File: config.mk
export PLATFORM = sky130hd
export DESIGN_NAME = lsu_mem_stage_flat
export DESIGN_NICKNAME = d
export VERILOG_FILES = /design/src/rtl/lsu_mem_stage_if.sv /design/src/rtl/lsu_mem_stage.sv /design/src/flat_wrapper.sv
export SDC_FILE = /design/constraint.sdc
export NUM_CORES = 1
export LEC_CHECK = 0
export CAP_MARGIN = 30
export CORE_MARGIN = 1
export CORE_UTILIZATION = 48
export CTS_BUF_LIST = sky130_fd_sc_hd__clkbuf_4 sky130_fd_sc_hd__clkbuf_8
export DETAILED_ROUTE_END_ITERATION = 8
export PLACE_DENSITY_LB_ADDON = 0.25
export SYNTH_ARGS = -nofsm -noshare
export SYNTH_HDL_FRONTEND = slang
export SYNTH_SLANG_ARGS = --single-unit
File: constraint.sdc
create_clock -name clk -period 2.45 [get_ports clk]
set_input_delay 0.49 -clock clk [delete_from_list [all_inputs] [get_ports clk]]
set_output_delay 0.49 -clock clk [all_outputs]
set_load 0.05 [all_outputs]
File: src/rtl/lsu_mem_stage_if.sv
// Data-memory bus between the load/store unit (master) and the data memory (slave).
// For reads, mem_rdata is valid in the same cycle that mem_ready is high.
interface lsu_mem_stage_if;
    logic        mem_valid;
    logic        mem_we;
    logic [31:0] mem_addr;
    logic [3:0]  mem_be;
    logic [31:0] mem_wdata;
    logic        mem_ready;
    logic [31:0] mem_rdata;

    modport master (
        output mem_valid, mem_we, mem_addr, mem_be, mem_wdata,
        input  mem_ready, mem_rdata
    );

    modport slave (
        input  mem_valid, mem_we, mem_addr, mem_be, mem_wdata,
        output mem_ready, mem_rdata
    );
endinterface

File: src/rtl/lsu_mem_stage.sv
// Load/store unit: byte/half/word accesses with local trapping of misaligned and illegal requests.
// Optional access timeout is enabled by defining LSU_TIMEOUT_EN.
module lsu_mem_stage #(
    parameter int unsigned TIMEOUT_CYCLES = 255
) (
    input  logic            clk,
    input  logic            rst_n,
    input  logic            req_load_i,
    input  logic            req_store_i,
    input  logic [2:0]      funct3_i,
    input  logic [31:0]     addr_i,
    input  logic [31:0]     store_data_i,
    output logic            stall_o,
    output logic            done_o,
    output logic [31:0]     load_data_o,
    output logic            fault_o,
    output logic            bus_error_o,
    lsu_mem_stage_if.master mem
);

    typedef enum logic [1:0] {IDLE, ACCESS, DONE} state_e;

    state_e      state_q;
    logic        memValid_q;
    logic        memWe_q;
    logic [31:0] memAddr_q;
    logic [3:0]  memBe_q;
    logic [31:0] memWdata_q;
    logic        done_q;
    logic        fault_q;
    logic        busError_q;
    logic [31:0] loadData_q;
    logic [2:0]  funct3_q;
    logic [1:0]  offset_q;

    logic        anyReq;
    logic        legalOp;
    logic        aligned;
    logic        reqOk;
    logic [3:0]  reqBe;
    logic [31:0] reqWdata;
    logic [7:0]  rdByte;
    logic [15:0] rdHalf;
    logic [31:0] loadExt;
    logic        timeoutHit;

`ifdef LSU_TIMEOUT_EN
    localparam int unsigned CntW = ($clog2(TIMEOUT_CYCLES + 1) > 8) ? $clog2(TIMEOUT_CYCLES + 1) : 8;
    localparam logic [CntW-1:0] CntLast = CntW'(TIMEOUT_CYCLES - 1);

    logic [CntW-1:0] waitCnt_q;

    assign timeoutHit = (waitCnt_q == CntLast);
`else
    localparam int unsigned unusedTimeout = TIMEOUT_CYCLES;

    assign timeoutHit = 1'b0;
`endif

    // Request decode: legality, alignment, byte enables and lane-replicated write data
    always_comb begin
        anyReq   = req_load_i | req_store_i;
        legalOp  = 1'b0;
        aligned  = 1'b1;
        reqBe    = 4'b1111;
        reqWdata = store_data_i;
        case (funct3_i)
            3'b000, 3'b001, 3'b010: legalOp = 1'b1;
            3'b100, 3'b101:         legalOp = req_load_i;
            default:                legalOp = 1'b0;
        endcase
        case (funct3_i[1:0])
            2'b00: begin
                reqBe    = 4'b0001 << addr_i[1:0];
                reqWdata = {4{store_data_i[7:0]}};
            end
            2'b01: begin
                aligned  = ~addr_i[0];
                reqBe    = addr_i[1] ? 4'b1100 : 4'b0011;
                reqWdata = {2{store_data_i[15:0]}};
            end
            default: aligned = (addr_i[1:0] == 2'b00);
        endcase
        reqOk = anyReq & ~(req_load_i & req_store_i) & legalOp & aligned;
    end

    always_comb begin
        rdByte  = mem.mem_rdata[{offset_q, 3'b000} +: 8];
        rdHalf  = offset_q[1] ? mem.mem_rdata[31:16] : mem.mem_rdata[15:0];
        loadExt = '0;
        case (funct3_q)
            3'b000:  loadExt = {{24{rdByte[7]}}, rdByte};
            3'b001:  loadExt = {{16{rdHalf[15]}}, rdHalf};
            3'b010:  loadExt = mem.mem_rdata;
            3'b100:  loadExt = {24'd0, rdByte};
            3'b101:  loadExt = {16'd0, rdHalf};
            default: loadExt = '0;
        endcase
    end

    always_ff @(posedge clk or negedge rst_n) begin
        if (!rst_n) begin
            state_q    <= IDLE;
            memValid_q <= 1'b0;
            memWe_q    <= 1'b0;
            memAddr_q  <= '0;
            memBe_q    <= '0;
            memWdata_q <= '0;
            done_q     <= 1'b0;
            fault_q    <= 1'b0;
            busError_q <= 1'b0;
            loadData_q <= '0;
            funct3_q   <= '0;
            offset_q   <= '0;
`ifdef LSU_TIMEOUT_EN
            waitCnt_q  <= '0;
`endif
        end else begin
            case (state_q)
                IDLE: begin
                    if (anyReq && reqOk) begin
                        state_q    <= ACCESS;
                        memValid_q <= 1'b1;
                        memWe_q    <= req_store_i;
                        memAddr_q  <= {addr_i[31:2], 2'b00};
                        memBe_q    <= reqBe;
                        memWdata_q <= reqWdata;
                        funct3_q   <= funct3_i;
                        offset_q   <= addr_i[1:0];
`ifdef LSU_TIMEOUT_EN
                        waitCnt_q  <= '0;
`endif
                    end else if (anyReq) begin
                        state_q    <= DONE;
                        done_q     <= 1'b1;
                        fault_q    <= 1'b1;
                        loadData_q <= '0;
                    end
                end
                ACCESS: begin
`ifdef LSU_TIMEOUT_EN
                    if (!mem.mem_ready) waitCnt_q <= waitCnt_q + 1'b1;
`endif
                    // A ready arriving on the limit cycle still completes normally
                    if (mem.mem_ready) begin
                        state_q    <= DONE;
                        memValid_q <= 1'b0;
                        done_q     <= 1'b1;
                        loadData_q <= memWe_q ? '0 : loadExt;
                    end else if (timeoutHit) begin
                        state_q    <= DONE;
                        memValid_q <= 1'b0;
                        done_q     <= 1'b1;
                        busError_q <= 1'b1;
                        loadData_q <= '0;
                    end
                end
                DONE: begin
                    state_q    <= IDLE;
                    done_q     <= 1'b0;
                    fault_q    <= 1'b0;
                    busError_q <= 1'b0;
                end
                default: state_q <= IDLE;
            endcase
        end
    end

    // Stall is combinational in IDLE so the core holds on the request cycle itself
    assign stall_o       = rst_n & ((state_q == IDLE) ? anyReq : (state_q == ACCESS));
    assign done_o        = done_q;
    assign fault_o       = fault_q;
    assign bus_error_o   = busError_q;
    assign load_data_o   = loadData_q;
    assign mem.mem_valid = memValid_q;
    assign mem.mem_we    = memWe_q;
    assign mem.mem_addr  = memAddr_q;
    assign mem.mem_be    = memBe_q;
    assign mem.mem_wdata = memWdata_q;

endmodule

File: src/flat_wrapper.sv
// flat-port wrapper written by rule: the top's interface ports become plain ports
module lsu_mem_stage_flat 
#(
    parameter int unsigned TIMEOUT_CYCLES = 255
)
  (clk, rst_n, req_load_i, req_store_i, funct3_i, addr_i, store_data_i, stall_o, done_o, load_data_o, fault_o, bus_error_o, mem_mem_valid, mem_mem_we, mem_mem_addr, mem_mem_be, mem_mem_wdata, mem_mem_ready, mem_mem_rdata);
  lsu_mem_stage_if mem_i ();
  input  logic clk;
  input  logic rst_n;
  input  logic req_load_i;
  input  logic req_store_i;
  input  logic [2:0] funct3_i;
  input  logic [31:0] addr_i;
  input  logic [31:0] store_data_i;
  output logic stall_o;
  output logic done_o;
  output logic [31:0] load_data_o;
  output logic fault_o;
  output logic bus_error_o;
  output wire logic [$bits(mem_i.mem_valid)-1:0] mem_mem_valid;
  output wire logic [$bits(mem_i.mem_we)-1:0] mem_mem_we;
  output wire logic [$bits(mem_i.mem_addr)-1:0] mem_mem_addr;
  output wire logic [$bits(mem_i.mem_be)-1:0] mem_mem_be;
  output wire logic [$bits(mem_i.mem_wdata)-1:0] mem_mem_wdata;
  input wire logic [$bits(mem_i.mem_ready)-1:0] mem_mem_ready;
  input wire logic [$bits(mem_i.mem_rdata)-1:0] mem_mem_rdata;
  assign mem_mem_valid = mem_i.mem_valid;
  assign mem_mem_we = mem_i.mem_we;
  assign mem_mem_addr = mem_i.mem_addr;
  assign mem_mem_be = mem_i.mem_be;
  assign mem_mem_wdata = mem_i.mem_wdata;
  assign mem_i.mem_ready = mem_mem_ready;
  assign mem_i.mem_rdata = mem_mem_rdata;
  lsu_mem_stage #(.TIMEOUT_CYCLES(TIMEOUT_CYCLES)) u_core (.clk(clk), .rst_n(rst_n), .req_load_i(req_load_i), .req_store_i(req_store_i), .funct3_i(funct3_i), .addr_i(addr_i), .store_data_i(store_data_i), .stall_o(stall_o), .done_o(done_o), .load_data_o(load_data_o), .fault_o(fault_o), .bus_error_o(bus_error_o), .mem(mem_i));
endmodule
### Yosys cells after proc, flatten, opt, wreduce, memory -nomap -nowiden

Cells that the tools add are included.

* reductions and logical operators: 17
* bitwise operators: 8
* eq/ne operators: 16
* shifts and indexed selects: 2
* muxes and demuxes: 25

Operators by type and width (count)
* one-hot mux 32 bit (5 select lines): 1
* two-way mux 32 bit: 4
* one-hot mux 32 bit (2 select lines): 2
* variable part select 32 x 6 -> 8 bit: 1
* two-way mux 16 bit: 1
* equality test 3 bit (second input constant): 4
* one-hot mux 1 bit (2 select lines): 4
* one-hot mux 4 bit (2 select lines): 1
* AND reduction 4 bit: 2
* equality test 3 x 1 -> 1 bit (second input constant): 2
* equality test 3 x 2 -> 1 bit (second input constant): 2
* logical NOT 2 bit: 3
* logical NOT 3 bit: 2
* two-way mux 1 bit: 6
* two-way mux 2 bit: 3
* AND reduction 3 bit: 2
* bitwise AND 1 bit: 5
* equality test 2 x 1 -> 1 bit (second input constant): 2
* two-way mux 4 bit: 1
* inequality test 2 x 1 -> 1 bit (second input constant): 2
* inequality test 2 bit (second input constant): 2
* one-hot mux 2 bit (2 select lines): 1
* AND reduction 2 bit: 2
* nonzero test 2 bit: 2
* 10 further kinds: 11

* input bits: 104
* output and inout bits: 106
* word-level logic and storage cells: 79
* register bits: 109

### Logic depth before layout (Yosys ltp)

* depth after elaboration: 8
* depth in mapped cells: 9
* depth with buffers taken out: 6

### Least setup slack after synthesis

OpenSTA, ideal clock, no wires.

* path type: input to register
* from: in req_load_i
* to: reg u_core.memAddr_q[24], in the netlist u_core.mem.mem_addr[24]
* data required time: 2332 ps
* setup slack: 526 ps
* setup time: 118 ps
* path buffers: 3
* arrival: 1806 ps
* stages: 9
* cell sequence: inv_1 > ha_1 > or3_1 > or2_1 > buf_2 > buf_2 > buf_6 > nand2_1 > nand2_1

* cells in the longest elaborated chain, start to end: 7
* elaborated cells on any way between the ends: 9
* those cells by class: mux: 1; bitwise: 6; reduce/logical: 2

RTL lines
* start: declaration: line flat_wrapper.sv:10 `input logic req_load_i;`
* bitwise AND 1 bit: line lsu_mem_stage.sv:84 `reqOk = anyReq & ~(req_load_i & req_store_i) & legalOp & aligned;`
* NOT 1 bit: line lsu_mem_stage.sv:84
* bitwise AND 1 bit (3 in a row): line lsu_mem_stage.sv:84
* logical AND 1 bit (*): line lsu_mem_stage.sv:121 `if (anyReq && reqOk) begin`
* AND reduction 2 bit (no line) (*)
* end signal: assignment: line lsu_mem_stage.sv:125 `memAddr_q <= {addr_i[31:2], 2'b00};`
* end: declaration: line lsu_mem_stage.sv:26 `logic [31:0] memAddr_q;`

Mark *: on every way between the ends. The rest lies on a longest branch, timed or not.
A chain may end at the register's enable or synchronous reset.

### Worst setup path after layout

* from: in req_load_i
* to: out stall_o

* cells in the longest elaborated chain, start to end: 3

RTL lines
* bitwise OR 1 bit: line lsu_mem_stage.sv:62 `anyReq = req_load_i | req_store_i;`
* two-way mux 1 bit: line lsu_mem_stage.sv:170 `assign stall_o = rst_n & ((state_q == IDLE) ? anyReq : (state_q == ACCESS));`
* bitwise AND 1 bit: line lsu_mem_stage.sv:170
* end: declaration: line flat_wrapper.sv:15 `output logic stall_o;`

No other way between the ends.

==> metrics <==
status completed; arrival time worst endpoint approximately 1.8 ns; Final Util 74.7%; Yosys warnings 0; Clock Sink Count 109; Tmin final 2.31 ns; clock share of power 11.5%; highest clock rate between 400 and 500 MHz; number of I/O pins 210; layout cell share with drive strength beyond 1 7.00%; vias per cell between 5 and 6; CTS Hold Bufs 0; Internal Power 4640 uW; combinational power share a little under three fifths; Synth Cell Area 5020 sq um; depth of the CTS H-tree 3; total track usage a little over a quarter; EDFF count, synth 0; Mapped Cells roughly 540; Overflow after GRT 0; Final Hold Fails 0; max_slew headroom between 30% and 40%; die height 104 um; clock latency on the worst-skew pair 0.38 ns; number of diodes 0; GP Congestion between 0.9 and 1; Antenna Nets Post-Route 0; Net Switching 4530 uW; Longest Clk Path Bufs 2; Slew @ Worst Pin 0.955 ns; Core ar. between 9000 and 10000 sq um; Setup Viol. Count Final 0; #FFs+latches synth roughly 110; port bufs approximately 210; Worst setup SP type input port; vias in the first global route 4748; # nets final approximately 840; Remaining DRCs 0; clock slew at reported path FFs 0.12 ns; Area Growth Syn to Fin 48.2%; VDD IR-drop max 0.904 mV; Post-Layout Cell Count 876; DRT Pass-1 Iters 5; WL/cell 16.5 um; Die Area 10900 sq um; first-pass GRT wire length around 24 mm; PD cells 1230 nW/um^2; final wirelength 14.4 mm; Worst Setup End Kind output port; CP required 1.96 ns; FF-to-FF setup slack 0.60 ns; Hold Crit Class input port to asynchronous set/reset pin; number of max-cap violations 0; # rows 36; crit path max fanout 3; RSZ-0062 raised after global routing false; fin crit share 94.2%; CTS Root Cell clkbuf_8; Avg Inst Size Synth about 9.2 sq um; initial antenna violation count 0; vias 4705; Flop pwr share 31.6%; Inst Count DP 860; worst hold margin 0.170 ns; Starting DRT DRC Count 273; post-DP HPWL 10.7 mm; count of different cell masters after synthesis 40; largest net degree at the start of global routing 110; Pleak roughly 0.0033 uW; setup TNS 0 ns; ys async rst share 100%; R2R depth 4; clock skew 0.0172 ns; overall power roughly 9200 uW; critical path type input port to output port; Seq/Total Area, Yosys 54.4%; CTS Buf Count 9; CTS tree yes; max-slew violations 0; die width 104 um; Sw Ratio 49.4%; Initial Util 50.4%; Primary FF master, synth dfrtp_1
-- cells in the final DEF (no fill, tap or decap), types with 2 or more instances in the layout --
master / instances
mux2i_1: 27
a221oi_1: 9
clkdlybuf4s50_1: 204
and2_1: 2
a31oi_1: 4
buf_4: 12
inv_6: 2
nor2_1: 14
or2_2: 3
nand2_1: 189
mux2_2: 8
clkinv_4: 3
o21ai_0: 32
nor2b_1: 4
nor4_1: 2
clkbuf_8: 10
buf_12: 7
inv_1: 7
o21ai_1: 26
nand2b_1: 4
dfrtp_1: 109
o31ai_1: 5
a21oi_1: 28
a222oi_1: 7
nor3b_1: 3
conb_1: 3
nor3_1: 3
-- logic make-up after synthesis --
logic type	share of synthesized area, %
other cells	0.0748
simple gates	19.1
flops	54.4
mux	7.18
compound gates	13.9
fa+ha+maj	0.249
buf+inv	5.11
-- layout make-up --
class,instances,area [sq um]
sequential,109,2730
multi-input combinational,388,2050
tap,133,166
clock buffer,11,145
inverter,7,26.3
fill,745,2520
clock inverter,5,43.8
timing repair buffer,223,2270
-- sequential cells by signal (all words and copies together), names as in the netlist, 2 cells and up --
name	flops
u_core.load_data_o	32
u_core.mem.mem_wdata	32
u_core.mem.mem_addr	30
u_core.mem.mem_be	4
u_core.funct3_q	3
u_core.offset_q	2
u_core.state_q	2
-- power groups by stage --
stage                     registers, uW  clock network [uW]  logic, uW
final                              2900                1050       5220
after global placement             2890                   0       5140
after CTS                          2890                1080       5250
after floorplan                    4880                   0       1360
after global routing               2990                1150       5500
after detailed placement           2910                   0       5230
-- routing by layer --
layer	vias to the layer above	share of wire, %	wire length, um	track usage (%)
li1	2216	-	-	-
met1	2243	39	5680	33.1
met2	220	50	7170	47.0
met3	26	9.0	1300	8.65
met4	0	2.0	283	8.27
met5	-	0	0	0
-- Yosys cell counts (2+ instances only) --
| library cell | number | area (sq um) |
|---|---|---|
| mux2i_1 | 27 | 270 |
| nor3b_1 | 3 | 22.5 |
| a221oi_1 | 9 | 78.8 |
| mux2_2 | 8 | 90.1 |
| nand2_1 | 189 | 709 |
| nand2b_1 | 4 | 25.0 |
| or2_2 | 2 | 12.5 |
| buf_2 | 21 | 105 |
| nor2b_1 | 4 | 25.0 |
| a21oi_1 | 29 | 145 |
| o31ai_1 | 5 | 37.5 |
| clkbuf_1 | 9 | 33.8 |
| inv_1 | 7 | 26.3 |
| nor4_1 | 2 | 12.5 |
| or2_1 | 2 | 12.5 |
| o21ai_1 | 26 | 130 |
| a222oi_1 | 7 | 70.1 |
| nor3_1 | 3 | 15.0 |
| and2_1 | 2 | 12.5 |
| dfrtp_1 | 109 | 2730 |
| o21ai_0 | 32 | 160 |
| a31oi_1 | 4 | 25.0 |
| buf_6 | 4 | 45.0 |
| nor2_1 | 15 | 56.3 |
| buf_4 | 5 | 37.5 |
-- metrics by stage --
| step | setup WS (ns) | instance area, sq um |
|---|---|---|
| 2_1_floorplan | 0.526 | 5020 |
| 3_3_place_gp | -0.0365 | 7240 |
| 3_5_place_dp | -0.138 | 7240 |
| 4_1_cts | 0.0636 | 7430 |
| 5_1_grt | 0.0678 | 7430 |
| 6_report | 0.143 | 7430 |
-- what timing repair did --
| action | 4_1_cts | 5_1_grt |
|---|---|---|
| gates resized for setup | 0 | 1 |
| buffers inserted | 0 | 0 |
| setup endpoints to repair | 0 | 1 |
-- final timing paths --
check,startpoint,to
max,req_load_i,stall_o
min,rst_n,u_core.load_data_o[2]
max reg2reg,u_core.funct3_q[1],u_core.load_data_o[6]
min reg2reg,u_core.mem.mem_addr[5],u_core.mem.mem_addr[5]
max in group asynchronous,rst_n,u_core.load_data_o[28]
min in group clk,u_core.mem.mem_addr[5],u_core.mem.mem_addr[5]
-- worst max-delay path: stages --
cell	delay, ns
clkdlybuf4s50_1	0.51
inv_1	0.06
ha_1	0.23
a21oi_2	0.18
and2_1	0.19
buf_12	0.15
No activity file was read; power rests on OpenSTA's default activity.
